File: config.mk
export PLATFORM = sky130hd
export DESIGN_NAME = acc_readout
export DESIGN_NICKNAME = d
export VERILOG_FILES = /design/src/rtl/acc_readout.sv
export SDC_FILE = /design/constraint.sdc
export NUM_CORES = 1
export LEC_CHECK = 0
export CAP_MARGIN = 40
export CORE_UTILIZATION = 36
export DETAILED_ROUTE_END_ITERATION = 8
export HOLD_SLACK_MARGIN = 0.03
export PLACE_DENSITY = 0.64
export SETUP_SLACK_MARGIN = 0.5
export SYNTH_ARGS = -nofsm -noshare
export SYNTH_HDL_FRONTEND = slang
export SYNTH_SLANG_ARGS = --single-unit
File: constraint.sdc
create_clock -name clk -period 2.3 [get_ports clk]
set_input_delay 0.46 -clock clk [delete_from_list [all_inputs] [get_ports clk]]
set_output_delay 0.46 -clock clk [all_outputs]
set_load 0.05 [all_outputs]
File: src/rtl/acc_readout.sv
// Byte-serial dump sequencer: walks the accumulator byte select, handshakes each byte
// with the UART and optionally clears the accumulator once the last byte has gone out.
module acc_readout #(
    parameter int NBYTES      = 16,
    parameter int SEL_W       = 4,
    parameter int ACK_TIMEOUT = 15
) (
    input  logic             clk,
    input  logic             nRst,
    input  logic             start,
    input  logic             clear_after,
    input  logic             uart_busy,
    output logic [SEL_W-1:0] sel,
    output logic             transmit,
    output logic             acc_clear,
    output logic             busy,
    output logic             done,
    output logic             err
);

    localparam int CNT_W = (ACK_TIMEOUT > 1) ? $clog2(ACK_TIMEOUT) : 1;
    localparam logic [SEL_W-1:0] SEL_LAST = SEL_W'(NBYTES - 1);
    localparam logic [CNT_W-1:0] ACK_LAST = CNT_W'(ACK_TIMEOUT - 1);

    typedef enum logic [2:0] {
        IDLE,
        WAIT_FREE,
        SEND,
        WAIT_ACK,
        WAIT_DONE,
        NEXT,
        CLEAR,
        DONE
    } state_t;

    state_t           r_state;
    logic [SEL_W-1:0] r_sel;
    logic [CNT_W-1:0] r_ackCnt;
    logic             r_clrFlag;
    logic             r_transmit;
    logic             r_accClear;
    logic             r_busy;
    logic             r_done;
    logic             r_err;

    // Pulse outputs are set on entry to their state so each lasts exactly that state's single cycle.
    always_ff @(posedge clk) begin
        if (!nRst) begin
            r_state    <= IDLE;
            r_sel      <= '0;
            r_ackCnt   <= '0;
            r_clrFlag  <= 1'b0;
            r_transmit <= 1'b0;
            r_accClear <= 1'b0;
            r_busy     <= 1'b0;
            r_done     <= 1'b0;
            r_err      <= 1'b0;
        end else begin
            r_transmit <= 1'b0;
            r_accClear <= 1'b0;
            r_done     <= 1'b0;
            case (r_state)
                IDLE: begin
                    if (start) begin
                        r_state   <= WAIT_FREE;
                        r_busy    <= 1'b1;
                        r_sel     <= '0;
                        r_err     <= 1'b0;
                        r_clrFlag <= clear_after;
                    end
                end
                WAIT_FREE: begin
                    if (!uart_busy) begin
                        r_state    <= SEND;
                        r_transmit <= 1'b1;
                    end
                end
                SEND: begin
                    r_state  <= WAIT_ACK;
                    r_ackCnt <= '0;
                end
                WAIT_ACK: begin
                    if (uart_busy) begin
                        r_state <= WAIT_DONE;
                    end else if (r_ackCnt == ACK_LAST) begin
                        r_state <= IDLE;
                        r_busy  <= 1'b0;
                        r_sel   <= '0;
                        r_err   <= 1'b1;
                    end else begin
                        r_ackCnt <= r_ackCnt + CNT_W'(1);
                    end
                end
                WAIT_DONE: begin
                    if (!uart_busy) begin
                        r_state <= NEXT;
                    end
                end
                NEXT: begin
                    if (r_sel == SEL_LAST) begin
                        if (r_clrFlag) begin
                            r_state    <= CLEAR;
                            r_accClear <= 1'b1;
                        end else begin
                            r_state <= DONE;
                            r_done  <= 1'b1;
                        end
                    end else begin
                        r_sel   <= r_sel + SEL_W'(1);
                        r_state <= WAIT_FREE;
                    end
                end
                CLEAR: begin
                    r_state <= DONE;
                    r_done  <= 1'b1;
                end
                DONE: begin
                    r_state <= IDLE;
                    r_busy  <= 1'b0;
                    r_sel   <= '0;
                end
                default: begin
                    r_state <= IDLE;
                    r_busy  <= 1'b0;
                    r_sel   <= '0;
                end
            endcase
        end
    end

    assign sel       = r_sel;
    assign transmit  = r_transmit;
    assign acc_clear = r_accClear;
    assign busy      = r_busy;
    assign done      = r_done;
    assign err       = r_err;

endmodule

======== Word level (Yosys, flattened, before mapping) ========
Cells that the tools add are included.
cells by class
  add/sub/neg operators ................... 2
  equal/unequal tests ..................... 17
  muxes and demuxes ....................... 29
  reduce and logical (&&, ||, !) cells .... 13
operators with widths
  kind                                                              count
  4-bit two-way mux                                                 6
  3-bit one-hot mux with 8 select lines                             1
  3-bit two-way mux                                                 6
  4-bit one-hot mux with 4 select lines                             1
  2-bit != test (second input constant)                             7
  3-bit == test (second input constant)                             4
  4-bit AND reduction                                               3
  1-bit two-way mux                                                 11
  4-bit by 1-bit adder with 4-bit output (second input constant)    2
  4-bit == test (second input constant)                             2
  4-bit one-hot mux with 2 select lines                             1
  3-bit by 2-bit == test with 1-bit output (second input constant)  2
  3-bit AND reduction                                               2
  5-bit AND reduction                                               1
  1-bit one-hot mux with 2 select lines                             2
  2-bit AND reduction                                               2
  2-bit nonzero test                                                2
  4-bit nonzero test                                                1
  3-bit by 1-bit == test with 1-bit output (second input constant)  1
  3-bit logical NOT                                                 1
  3-bit != test (second input constant)                             1
  1-bit one-hot mux with 3 select lines                             1
  3-bit nonzero test                                                1
storage, ports and cells
  register bits ........................... 17
  bits of input ports ..................... 5

======== Logic depth before layout (Yosys ltp) ========
Gate-level depths: netlist of the first run.
  depth in word-level cells ............... 4
  gate-level depth with buffers ........... 6
  gate-level depth less buffers ........... 6

======== Least setup slack after synthesis of the first run ========
Ideal clock, no wire load.
  path kind ............................... reg2reg
  start point ............................. register r_sel[0] (netlist: sel[0])
  end point ............................... register r_sel[1] (netlist: sel[1])
  setup time .............................. 61 ps
  arrival time ............................ 1670 ps
  required time ........................... 2239 ps
  path slack .............................. 569 ps
  stages on the path, launching flop included .. 6
  path buffers ............................ 0
  clock period less this slack ............ 1731 ps
  cells stage by stage .................... dfxtp_1 -> ha_1 -> and3_1 -> nand2_1 -> a311o_1 -> nand2_1
between the ends
  cells in the longest elaborated chain, start to end .. 3
  elaborated cells between the ends (all ways) .. 6
  those cells by class .................... 1 x add/sub; 2 x eq/ne; 2 x mux; 1 x reduce/logical
ends and longest elaborated chain
  item                                                                                 RTL line  source
  start, declared                                                                      37        logic [SEL_W-1:0] r_sel;
  start signal, assigned                                                               109       r_sel <= r_sel + SEL_W'(1);
  4-bit by 1-bit adder with 4-bit output / 4-bit == test (equally long branches)       109, 100
  4-bit two-way mux / 2-bit != test (equally long branches)                            --
  4-bit one-hot mux with 4 select lines / 5-bit AND reduction (equally long branches)  --
Several ways; a longest one is shown, not always the timed one. The select of a mux whose other input is x is not followed.
A chain may end at the register's enable or synchronous reset.

======== Final worst setup path of the first run ========
  start point ............................. register r_sel[1] (netlist: sel[1])
  end point ............................... output port sel[1]
RTL lines
  item           RTL line  source
  end, declared  13        output logic [SEL_W-1:0] sel,
No word-level cell between the ends.

==> results of run 1 <==
## how the worst min path moves through the flow
stage / from / endpoint / slack [ps] / depth (start not counted)
after floorplan: r_clrFlag$_SDFFE_PN0P_ / acc_clear$_SDFF_PN0_ / 460 / 2
after global placement: err$_SDFFE_PN0P_ / err$_SDFFE_PN0P_ / 510 / 1
after detailed placement: err$_SDFFE_PN0P_ / err$_SDFFE_PN0P_ / 500 / 1
after CTS: err$_SDFFE_PN0P_ / err$_SDFFE_PN0P_ / 530 / 1
after global routing: err$_SDFFE_PN0P_ / err$_SDFFE_PN0P_ / 550 / 1
final: r_ackCnt[3]$_SDFFE_PN0P_ / r_ackCnt[3]$_SDFFE_PN0P_ / 530 / 2
## repair_timing
item | CTS | global route
resized for setup | 9 | 7
pin swaps | 0 | 0
setup buffers | 0 | 0
setup endpoints to repair | 9 | 6
endpoints found under the hold margin | 0 | 0
## registers in the layout, indices dropped and copies added (netlist names)
| name | cells |
|---|---|
| busy | 1 |
| transmit | 1 |
| acc_clear | 1 |
| err | 1 |
| done | 1 |
| r_ackCnt | 4 |
| r_state | 3 |
| sel | 4 |
| r_clrFlag | 1 |
## cells in the mapped netlist
library cell	n
inv_1	4
nand4_1	1
a2bb2oi_1	1
a21o_1	1
nor2_1	5
o21a_1	1
a41o_1	1
a31oi_1	3
xnor2_1	1
a22oi_1	1
dfxtp_1	17
nand2b_1	1
a21oi_1	9
o31ai_1	1
or2_1	1
o221a_1	1
mux2i_1	3
o211a_1	1
nand3b_1	2
and3_1	2
o21ai_0	12
and2_1	1
nand3_1	5
or3_1	2
a311o_1	1
clkbuf_1	1
ha_1	3
and4b_2	2
a31o_1	1
nand4b_1	2
inv_2	1
a211oi_1	1
nand2_1	10
nor2b_1	4
o211ai_1	2
nor4_1	1
or2_0	1
nor3_1	5
o32ai_2	1
a21boi_1	1
buf_2	5
## cell type report
type / count / area [um2]
timing repair buffer: 14 / 119
multi-input combinational: 91 / 584
tap: 30 / 37.5
sequential: 17 / 344
clock buffer: 4 / 26.3
inverter: 5 / 18.8
fill: 266 / 1390
## power groups by stage
stage,Sequential [W],Clock (W),Combinational [W]
after detailed placement,0.000341,0,0.000120
after floorplan,0.000336,0,0.0000875
after CTS,0.000334,0.000168,0.000118
final,0.000335,0.000161,0.000118
after global placement,0.000340,0,0.000119
after global routing,0.000339,0.000178,0.000131
## cell families (layout without fill, tap and decap cells)
group / count (synthesis) / in the layout / share of synthesized area (%)
adder cells (fa/ha/maj): 3 / 3 / 3.86
multiplexers: 3 / 3 / 3.09
AND/OR/NAND/NOR: 45 / 45 / 25.6
XOR/XNOR: 1 / 1 / 0.901
flip-flops: 17 / 17 / 35.0
AO/OA/AOI/OAI: 39 / 39 / 26.6
buffers and inverters: 11 / 23 / 4.89
## cells in the final DEF, fill, tap and decap left out, types with 2 or more instances in the layout
cell type | synthesis | layout
nand2_1 | 10 | 10
dfxtp_1 | 17 | 14
o211ai_1 | 2 | 2
nor2_1 | 5 | 5
nor2b_1 | 4 | 4
nand4b_1 | 2 | 2
and4b_2 | 2 | 2
clkbuf_2 | 0 | 2
a31oi_1 | 3 | 3
clkdlybuf4s50_1 | 0 | 4
and3_1 | 2 | 2
mux2i_1 | 3 | 3
dlygate4sd2_1 | 0 | 7
clkbuf_4 | 0 | 3
nand3b_1 | 2 | 2
a21oi_1 | 9 | 9
dfxtp_2 | 0 | 3
o21ai_0 | 12 | 12
nor3_1 | 5 | 5
or3_1 | 2 | 2
nand3_1 | 5 | 5
inv_1 | 4 | 4
ha_1 | 3 | 3
## metrics by stage
step | total power, W | cells
2_1_floorplan | 0.000423 | 119
5_1_grt | 0.000647 | 161
3_3_place_gp | 0.000459 | 157
6_report | 0.000615 | 161
4_1_cts | 0.000619 | 161
3_5_place_dp | 0.000461 | 157
## metal layers
metal	part of all wire, %	global-route usage [%]	vias up
met2	47	27.4	30
met4	1.3	8.33	0
met5	0	0	-
li1	-	-	468
met1	48	22.7	446
met3	4.3	2.82	6
==> results.md, run 1 <==
- Sw frac: 31.7%
- Required time worst endpoint: 1840 ps
- CP cell instances: dlygate4sd2_1
- Switch Pwr: 0.000195 W
- Largest net degree at the start of global routing: 24
- Clock Latency Late Sink: 290 ps
- Dpl ws: 308 ps
- Seq pwr share: between 50% and 60%
- Slew HR: 66.0%
- Worst setup path category: reg2out
- HP Class: reg2reg
- Status: completed
- Critical path startpoint category: flip-flop
- Die height: 54.0 um
- Critical path's slowest cell: dlygate4sd2_1
- Slowest Stage Delay on Critical Path: 550 ps
- I/O pin count: 14
- Clk slew on worst S/H paths: 100 ps
- CP Launch Point: sel[1]$_SDFFE_PN0P_
- Crit path to: sel[1]
- Gr ovfl total: 0
- CP endpoint kind: output port
- Setup Skew: 2.44 ps
- DR DRC count: 0
- Final slew viol count: 0
- Die area: between 0.002 and 0.003 mm2
- Minimum clock period: 1740 ps
- Hold WS: 528 ps
- Vias/cell: about 5.9
- Comb pwr share: 19.2%
- Die X: 54.0 um
- Mapped Avg Cell Area: 8.17 um2
- Clock Power Share: 26.2%
- Gpl congestion: 0.840
- Fmax: 576 MHz
- Placed cell area: 0.00112 mm2
- RSZ-0062 raised after global routing: no
- Sequential cell area fraction in the yosys report: between 30% and 40%
- Initial antenna violation count: 0
- TritonCTS buffer count: 3
- Via count: between 900 and 1000
- Stages on worst setup path: 1
- CTS tree: done
- Nets: 140
- Synth area leaders: dfxtp_1 35%, o21ai_0 6.2%, a21oi_1 4.6%, ha_1 3.9%, nand2_1 3.9%
- Post-route ant nets: 0
- All-Layer GR Usage: 17.3%
- Area delta synth->final: 16.2%
- DRT Pass-1 Iters: 4
- Pwr dens: between 500 and 600 mW/mm2
- Final TNS setup: 0 ps
- Placeable Area: 0.00252 mm2
- Layout cells sized above 1: 9.92%
- CTS H-tree lvls: 1
- CP arrival: 1280 ps
- CTS max path bufs: 2
- Synth Net Count: 127
- Detailed Route Iter0 Violations: 37
- Clock Sinks: 17
- P_int: approximately 0.00042 W
- Flops & latches, synth: 17
- Synth warn: 0
- Library cells used by synthesis: 41
- Syn Std Cell Area: 972 um2
- Setup Viol. Count Final: 0
- Reg2Reg Setup Slack: 630 ps
- Vias in the first global route: 875
- Antenna Cells: 0
- Cell area after layout: 0.00113 mm2
- Top delay family on crit path: buffers and inverters
- Cts hold-fix bufs: 0
- Final hold viol count: 0
- Drt wl/cell: approximately 14 um
- Reg-to-reg critical path startpoint: r_ackCnt[0]$_SDFFE_PN0P_
- Slew @ Worst Pin: 510 ps
- Cell taking the most area after synthesis: dfxtp_1
- Post-Syn Instances: 119
- Final WS setup: ~560 ps
- Leak Pwr: 0.443 nW
- I/O Buffers: 13
- Post-detail-place hpwl: 1.55 mm
- # rows: 18
- Yosys top cell area share: 35.0%
- Initial Util: 38.5%
- WP buf/inv: 1
- Final Util: 44.8%
- Global-route wire length before repair: 3.68 mm
- Maximum VDD drop: 0.251 mV
- Routed WL: 2.21 mm
- CP Max Fanout: 6
- CTS Root Cell: clkbuf_4
- Reg2Reg Depth: 6
- FF-to-FF End: r_ackCnt[3]$_SDFFE_PN0P_
- Final period utilization: 75.5%
- Max-cap violations: 0
(Power assumes the default switching activity.)
==> run 2: changes to the inputs <==
clock period = 1.8 ns   (was 2.3 ns; I/O delays follow)
==> results.md, run 2 (synthesis gave the netlist of run 1 again) <==
- Critical path's slowest cell: dfxtp_4
- Die area: 0.00291 mm2
- Most common cell after layout, fill and taps aside: buf_4
- Minimum clock period: 1480 ps
- Multi-input gate area in the final layout: between 700 and 800 um2
- Final hold viol count: 0
- Die height: 54.0 um
- CP endpoint kind: flip-flop
- Cts hold-fix bufs: 0
- I/O pin count: 14
- Post-detail-place hpwl: around 1.8 mm
- CP Max Fanout: 2
- CTS max path bufs: 2
- Area delta synth->final: 47.4%
- Reg2Reg Setup Slack: between 300 and 400 ps
- Status: completed
- Comb pwr share: between 20% and 30%
- Critical path startpoint category: flip-flop
- Global-route wire length before repair: 4.47 mm
- Worst setup path category: reg2reg
- Vias/cell: 5.83
- Fmax: 674 MHz
- Sw frac: 34.3%
- Gpl congestion: 0.888
- Gr ovfl total: 0
- Total placed cells including tap cells: 161
- Initial antenna violation count: 0
- CTS tree: done
- I/O Buffers: 13
- Clock Power Share: 25.1%
- Max-cap violations: 0
- CTS H-tree lvls: 1
- DR DRC count: 0
- Switch Pwr: 0.000304 W
- CP cell instances: inv_2, ha_4, a31o_1, buf_4, a211oi_4, xnor2_1, nor2_1
- Seq pwr share: about 46%
- Filler instances: 238
- Required time worst endpoint: about 2000 ps
- Largest net degree at the start of global routing: 17
- Via count: 1050
- Routed WL: 2.86 mm
- Clk slew on worst S/H paths: about 110 ps
- Drt wl/cell: 15.9 um
- HP Class: reg2reg
- Post-route ant nets: 0
- CP arrival: 1690 ps
- Setup Viol. Count Final: 0
- Most frequent cells in the layout: 22 x buf_4, 10 x nand2_1, 7 x o21ai_0, 7 x dfxtp_1
- Initial Util: between 30% and 40%
- TritonCTS buffer count: 3
- Clock Latency Late Sink: 310 ps
- Die X: 54.0 um
- Detailed Route Iter0 Violations: 29
- # rows: 18
- All-Layer GR Usage: ~22%
- Slew HR: 78.1%
- DRT Pass-1 Iters: 6
- Non-Filler Instances: 180
- Final TNS setup: 0 ps
- Placeable Area: roughly 0.0025 mm2
- Vias in the first global route: a little over 1000
- Placed cell area: approximately 0.0012 mm2
- Final period utilization: between 80% and 90%
- Layout cells sized above 1: 42.7%
- CTS Root Cell: clkbuf_4
- Final slew viol count: 0
- Pwr dens: 618 mW/mm2
- Clock Sinks: 17
- Nets: 159
- Antenna Cells: 0
- Slowest Stage Delay on Critical Path: approximately 370 ps
- Maximum VDD drop: 0.475 mV
- Setup Skew: roughly 7.0 ps
- RSZ-0062 raised after global routing: yes
- P_int: a little under 0.0006 W
- Cell area after layout: approximately 0.0014 mm2
- Reg area: 368 um2
- Slew @ Worst Pin: 325 ps
- Leak Pwr: 0.558 nW
run 2: worst max-delay path, delay by kind of cell, from the launching register on:
kind,cells,cell delay [ps]
AOI/OAI and AO/OA,2,460
DFF,1,370
buffers and inverters,2,190
adders and majority gates,1,160
xor gates and xnor gates,1,150
and+or+nand+nor,1,50
run 2: stage by stage:
step	power (W)	hold slack [ps]	utilization, %	worst slack, ps
3_5_place_dp	0.000595	505	46.2	38.1
2_1_floorplan	0.000540	458	-	387
6_report	0.000885	516	56.8	317
3_3_place_gp	0.000592	503	46.2	107
4_1_cts	0.000859	519	55.1	327
5_1_grt	0.000923	559	56.8	257
run 2: routing by layer:
metal | GRT usage [%] | wire length (um) | up-vias
li1 | - | - | 502
met1 | 25.0 | 1180 | 511
met2 | 37.9 | 1490 | 26
met3 | 5.37 | 94 | 11
met4 | 13.6 | 97 | 0
met5 | 0 | 0 | -
run 2: path summary, 6_finish.rpt:
| kind | start | cells past startpoint | endpoint |
|---|---|---|---|
| setup / recovery | r_ackCnt[0]$_SDFFE_PN0P_ | 7 | r_ackCnt[2]$_SDFFE_PN0P_ |
| setup reg to reg | r_ackCnt[0]$_SDFFE_PN0P_ | 7 | r_ackCnt[2]$_SDFFE_PN0P_ |
| hold / removal | r_clrFlag$_SDFFE_PN0P_ | 2 | acc_clear$_SDFF_PN0_ |
| hold reg to reg | r_clrFlag$_SDFFE_PN0P_ | 2 | acc_clear$_SDFF_PN0_ |
run 2: repair_timing:
action                     CTS  global route
pin swaps                   18             4
gates resized for setup     28            17
setup endpoints to repair   14            15
buffers inserted            14             1
run 2: area by class of cell:
class                      instances  share of cell area (%)
tap                               30                    2.62
inverter                           5                    1.31
timing repair buffer              33                    19.2
clock buffer                       3                    1.57
sequential                        17                    25.7
multi-input combinational         91                    49.3
clock inverter                     1                   0.349
run 2: power by group through the flow:
stage               registers [W]  logic [W]  clock network [W]
CTS                      0.000403   0.000231           0.000226
floorplan                0.000427   0.000112                  0
detailed placement       0.000422   0.000173                  0
finish                   0.000405   0.000258           0.000222
global route             0.000407   0.000278           0.000238
global placement         0.000422   0.000170                  0
